[src/rtl/pc_pkg.sv]
`default_nettype none
// ============================================================================
// Module      : pc_pkg
// Description : Operation encoding and default widths shared by the PC unit
//               and its return stack.
// Revision    : 1.0
// ============================================================================
package pc_pkg;

    localparam int unsigned c_PC_W        = 9;
    localparam int unsigned c_CALL_W      = 8;
    localparam int unsigned c_STACK_DEPTH = 2;

    // Encoding 3'd7 is deliberately unnamed; the unit treats it as a hold.
    typedef enum logic [2:0] {
        PC_HOLD = 3'd0,
        PC_INC  = 3'd1,
        PC_SKIP = 3'd2,
        PC_GOTO = 3'd3,
        PC_CALL = 3'd4,
        PC_RET  = 3'd5,
        PC_LDL  = 3'd6
    } pc_op_t;

endpackage : pc_pkg
`default_nettype wire

[src/rtl/pc_ret_stack.sv]
`default_nettype none
// ============================================================================
// Module      : pc_ret_stack
// Description : Circular return-address stack. With PC_STACK_FLAGS_EN it also
//               keeps a saturating occupancy count and sticky ovf/unf flags.
// Revision    : 1.0
// ============================================================================
module pc_ret_stack
    import pc_pkg::*;
#(
    parameter int unsigned PC_W        = c_PC_W,
    parameter int unsigned STACK_DEPTH = c_STACK_DEPTH
) (
    input  logic                           clk,
    input  logic                           rst,
    input  logic                           push_i,
    input  logic                           pop_i,
    input  logic [PC_W-1:0]                push_data_i,
    output logic [PC_W-1:0]                pop_data_o,
    output logic [$clog2(STACK_DEPTH)-1:0] sp_o
`ifdef PC_STACK_FLAGS_EN
    ,
    output logic                           ovf_o,
    output logic                           unf_o
`endif
);

    localparam int unsigned SP_W = $clog2(STACK_DEPTH);

    logic [PC_W-1:0] stack_q [STACK_DEPTH];
    logic [SP_W-1:0] sp_q;

    // Pop reads the slot below the pointer, so a RET right after a CALL
    // returns the address that CALL just wrote.
    assign pop_data_o = stack_q[sp_q - SP_W'(1)];
    assign sp_o       = sp_q;

    always_ff @(posedge clk) begin
        if (rst) begin
            sp_q <= '0;
            for (int i = 0; i < int'(STACK_DEPTH); i++) begin
                stack_q[i] <= '0;
            end
        end else if (push_i) begin
            stack_q[sp_q] <= push_data_i;
            sp_q          <= sp_q + SP_W'(1);
        end else if (pop_i) begin
            sp_q <= sp_q - SP_W'(1);
        end
    end

`ifdef PC_STACK_FLAGS_EN
    localparam int unsigned OCC_W = $clog2(STACK_DEPTH + 1);

    logic [OCC_W-1:0] occ_q;
    logic             ovf_q;
    logic             unf_q;

    always_ff @(posedge clk) begin
        if (rst) begin
            occ_q <= '0;
            ovf_q <= 1'b0;
            unf_q <= 1'b0;
        end else if (push_i) begin
            if (occ_q == OCC_W'(STACK_DEPTH)) begin
                ovf_q <= 1'b1;
            end else begin
                occ_q <= occ_q + OCC_W'(1);
            end
        end else if (pop_i) begin
            if (occ_q == '0) begin
                unf_q <= 1'b1;
            end else begin
                occ_q <= occ_q - OCC_W'(1);
            end
        end
    end

    assign ovf_o = ovf_q;
    assign unf_o = unf_q;
`endif

endmodule : pc_ret_stack
`default_nettype wire

[src/rtl/pc_stack_unit.sv]
`default_nettype none
// ============================================================================
// Module      : pc_stack_unit
// Description : PC register, next-PC mux and circular return stack.
//               Optional macro PC_STACK_FLAGS_EN adds stk_ovf/stk_unf ports.
// Revision    : 1.0
// ============================================================================
module pc_stack_unit
    import pc_pkg::*;
#(
    parameter int unsigned     PC_W        = c_PC_W,
    parameter int unsigned     CALL_W      = c_CALL_W,
    parameter int unsigned     STACK_DEPTH = c_STACK_DEPTH,
    parameter logic [PC_W-1:0] RESET_VEC   = '0
) (
    input  logic                           clk,
    input  logic                           rst,
    input  logic                           ce,
    input  pc_op_t                         op,
    input  logic [PC_W-1:0]                target,
    input  logic [CALL_W-1:0]              pcl_in,
    output logic [PC_W-1:0]                pc_out,
    output logic [$clog2(STACK_DEPTH)-1:0] sp_out
`ifdef PC_STACK_FLAGS_EN
    ,
    output logic                           stk_ovf,
    output logic                           stk_unf
`endif
);

    logic [PC_W-1:0] pc_q;
    logic [PC_W-1:0] pc_d;
    logic [PC_W-1:0] w_pc_plus1;
    logic [PC_W-1:0] w_pop_data;
    logic            w_push;
    logic            w_pop;

    assign w_pc_plus1 = pc_q + PC_W'(1);
    assign w_push     = ce && (op == PC_CALL);
    assign w_pop      = ce && (op == PC_RET);

    always_comb begin
        pc_d = pc_q;
        if (ce) begin
            case (op)
                PC_INC:  pc_d = w_pc_plus1;
                PC_SKIP: pc_d = pc_q + PC_W'(2);
                PC_GOTO: pc_d = target;
                PC_CALL: pc_d = PC_W'(target[CALL_W-1:0]);
                PC_RET:  pc_d = w_pop_data;
                PC_LDL:  pc_d = PC_W'(pcl_in);
                default: pc_d = pc_q;
            endcase
        end
    end

    always_ff @(posedge clk) begin
        if (rst) begin
            pc_q <= RESET_VEC;
        end else begin
            pc_q <= pc_d;
        end
    end

    assign pc_out = pc_q;

    // CALL ignores the upper target bits by design.
    generate
        if (CALL_W < PC_W) begin : g_unused_target
            logic w_unused_target_hi;
            assign w_unused_target_hi = ^target[PC_W-1:CALL_W];
        end
    endgenerate

    pc_ret_stack #(
        .PC_W        (PC_W),
        .STACK_DEPTH (STACK_DEPTH)
    ) u_ret_stack (
        .clk         (clk),
        .rst         (rst),
        .push_i      (w_push),
        .pop_i       (w_pop),
        .push_data_i (w_pc_plus1),
        .pop_data_o  (w_pop_data),
        .sp_o        (sp_out)
`ifdef PC_STACK_FLAGS_EN
        ,
        .ovf_o       (stk_ovf),
        .unf_o       (stk_unf)
`endif
    );

endmodule : pc_stack_unit
`default_nettype wire
[config.mk]
export PLATFORM = sky130hd
export DESIGN_NAME = pc_stack_unit
export DESIGN_NICKNAME = d
export VERILOG_FILES = /design/src/rtl/pc_pkg.sv /design/src/rtl/pc_ret_stack.sv /design/src/rtl/pc_stack_unit.sv
export SDC_FILE = /design/constraint.sdc
export NUM_CORES = 1
export LEC_CHECK = 0
export ABC_AREA = 1
export BUFFER_PORTS_ARGS = -buffer_cell sky130_fd_sc_hd__buf_4
export CAP_MARGIN = 40
export CORE_AREA = 2 2 74 76
export DETAILED_ROUTE_END_ITERATION = 6
export DIE_AREA = 0 0 76 78
export SLEW_MARGIN = 20
export SYNTH_ARGS = -nofsm -noshare
export SYNTH_HDL_FRONTEND = slang
export SYNTH_HIERARCHICAL = 1
export SYNTH_SLANG_ARGS = --single-unit
export TNS_END_PERCENT = 100
[constraint.sdc]
create_clock -name clk -period 1.83 [get_ports clk]
set_input_delay 0.183 -clock clk [delete_from_list [all_inputs] [get_ports clk]]
set_output_delay 0.183 -clock clk [all_outputs]
set_load 0.02 [all_outputs]
==> flow_summary_export.csv <==
group,metric,value,unit
timing,relSlewSlack,74.9,%
min_path,min_to,"pc_out[8]$_SDFFE_PP0P_",
routing,ant_nets,0,
global_route,grt_max_degree,17,
setup_path,path_class,"reg2reg",
cells_and_area,final_cell_mix,"81 x nand2_1, 44 x nor2_1, 37 x inv_1, 37 x buf_4",
timing,finClkSkew,0.00686,ns
cts,cts_buffers,3,
min_path,min_path_type,"in2reg",
global_route,grt_pass1_wl,8490,um
cells_and_area,fin_area,2360,um2
floorplan,initial_core_util,40.0,%
logic_synthesis,async_flop_share,0,%
cells_and_area,mostFrequentLayoutCell,"nand2_1",
floorplan,die-area,5930,um2
min_path,whs_path_depth,2,
logic_synthesis,synth-edff-count,18,
timing,hold_viol,0,
timing,timing.final.crit_share,88.7,%
routing,drt-total-wl,5080,um
placed_design,dp_hpwl,3930,um
power,ir_drop,0.306,mV
floorplan,rows,26,
global_route,first_global_vias,1783,
floorplan,die_h,78,um
logic_synthesis,synth_area,2010,um2
run,cap_viol_max_count,0,
cts,cts_resized,0,
timing,worst_pin_slew,0.376,ns
routing,drtIter0Drc,117,
cells_and_area,layout.nets,342,
routing,vias,1880,
routing,viasPerCell,4.87,
routing,drc,0,
power,p_per_area,658,nW/um2
cts,numClockSinks,28,
setup_path,r2r-start,"pc_out[1]$_SDFFE_PP0P_",
timing,period_needed,1.62,ns
logic_synthesis,yosysSeqAreaShare,36.8,%
placed_design,pre_cts_ws,0.155,ns
global_route,gr-usage-met3,2.91,%
routing,drtPass1Iterations,4,
cts,clk_latency,0.28,ns
global_route,grt_use_total,18.1,%
cts,cts_tree,"done",
cts,postCtsSetupBuffers,0,
cts,clockRootBuffer,"clkbuf_8",
cts,path_clk_slew,0.11,ns
timing,setup_viol_count_final,0,
setup_path,worstPathArrival,1.67,ns
setup_path,rrSetupSlack,0.21,ns
setup_path,cp-start-kind,"flip-flop",
global_route,grt.met1_usage,25.0,%
setup_path,cp_max_fo,6,
timing,tns,0,ns
cts,cts_max_level,1,
timing,drv_slew,0,
logic_synthesis,yosys_most_used_dff,"edfxtp_1",
logic_synthesis,ys_types,30,
timing,finalWorstSetupSlack,0.207,ns
cells_and_area,drive_gt1_share,20.9,%
setup_path,r2r-end,"u_ret_stack/stack_q[0][7]$_SDFFCE_PN0P_",
floorplan,coreArea,5040,um2
global_route,grt_remaining_overflow,0,
floorplan,die_w,76,um
min_path,hp-start,"rst",
placed_design,gp_congestion,0.881,
logic_synthesis,synth_cells,284,
setup_path,ff2ff_path_depth,8,
placed_design,numPortBuffers,32,
timing,grt_setup_unrepaired,"false",
global_route,grt_busiest_layer,"met2",
setup_path,end_kind,"flip-flop",
placed_design,placed_area,2290,um2
setup_path,required,1.88,ns
global_route,gr-usage-met2,28.8,%
timing,max_freq,616,MHz
logic_synthesis,avgSynthCellArea,7.09,um2
power,p_leak,1.12,nW
logic_synthesis,synth_warnings,6,
floorplan,pin_count,33,
cells_and_area,area_delta_synth_final,17.3,%
logic_synthesis,syn-num-nets,309,
run_status,outcome,"complete, no violations",
cts,hold_buffers,0,
cells_and_area,num_antenna_cells,0,
logic_synthesis,synth_seq_cells,28,
routing,drt-wirelength-per-cell,13.2,um
cts,clock_path_buffers,2,
global_route,antenna_found_initial,0,
worst max path at each step:
stage,cells after the start,endpoint,slack (ns),startpoint
floorplan,6,u_ret_stack/stack_q[0][0]$_SDFFCE_PN0P_,0.22,op[1]
global placement,7,u_ret_stack/stack_q[0][5]$_SDFFCE_PN0P_,0.18,op[1]
detailed placement,7,u_ret_stack/stack_q[0][5]$_SDFFCE_PN0P_,0.15,op[1]
CTS,8,u_ret_stack/stack_q[0][7]$_SDFFCE_PN0P_,0.20,pc_out[1]$_SDFFE_PP0P_
global route,8,u_ret_stack/stack_q[0][7]$_SDFFCE_PN0P_,0.09,pc_out[1]$_SDFFE_PP0P_
finish,8,u_ret_stack/stack_q[0][7]$_SDFFCE_PN0P_,0.21,pc_out[1]$_SDFFE_PP0P_
power breakdown:
part / internal [mW] / switching (mW) / leakage [nW] / total (mW)
sequential: 0.700 / 0.0253 / 0.268 / 0.725
combinational: 0.122 / 0.199 / 0.812 / 0.321
clock: 0.293 / 0.216 / 0.0357 / 0.509
through the flow:
step           hold slack, ns  util [%]  instances  total power, mW
2_1_floorplan           0.377         -        284            0.956
3_3_place_gp            0.473      45.5        382             1.06
3_5_place_dp            0.474      45.5        382             1.06
4_1_cts                 0.163      46.9        386             1.56
5_1_grt                 0.159      46.9        386             1.64
6_report                0.152      46.9        386             1.56
area by class of cell:
class / instances / area [um2]
Fill cell: 530 / 2680
Multi-Input combinational cell: 205 / 1030
Sequential cell: 28 / 741
Timing Repair Buffer: 37 / 278
Inverter: 42 / 158
Tap cell: 70 / 87.6
Clock buffer: 3 / 41.3
Clock inverter: 1 / 30.0
critical path: stages, from the launching register on:
cell,delay (ns)
dfxtp_1,0.46
ha_1,0.25
nand2_1,0.12
nor2_2,0.19
nand2_1,0.08
nand2_1,0.08
nand2_1,0.07
inv_1,0.09
nor2_1,0.05
registers in the layout, summed over array words and instances (netlist names):
register and count:
u_ret_stack/sp_o 1, pc_out 9, u_ret_stack/stack_q 18
kinds of logic (layout without fill, tap and decap cells):
family / count (synthesis) / in the layout / share of synthesized area (%)
XOR/XNOR: 3 / 3 / 1.30
AND/OR/NAND/NOR: 167 / 167 / 38.8
adder cells (fa/ha/maj): 2 / 2 / 1.24
flip-flops: 28 / 28 / 36.8
AO/OA/AOI/OAI: 33 / 33 / 9.75
buffers and inverters: 51 / 83 / 12.2
metal layers:
metal	routed length, um	up-vias
met2	2280	58
met4	97	0
li1	-	967
met5	0	-
met3	271	8
met1	2440	847
cell usage after synthesis (5+ instances only):
| master | n | area (um2) |
|---|---|---|
| nand4_1 | 8 | 50.1 |
| nand2_1 | 81 | 304 |
| buf_6 | 7 | 78.8 |
| edfxtp_1 | 18 | 541 |
| a21oi_1 | 15 | 75.1 |
| nand3_1 | 18 | 90.1 |
| nand3_2 | 5 | 50.1 |
| dfxtp_1 | 10 | 200 |
| nor2_1 | 44 | 165 |
| inv_1 | 37 | 139 |
| inv_2 | 5 | 18.8 |
Power figures use the tool's default switching activity.
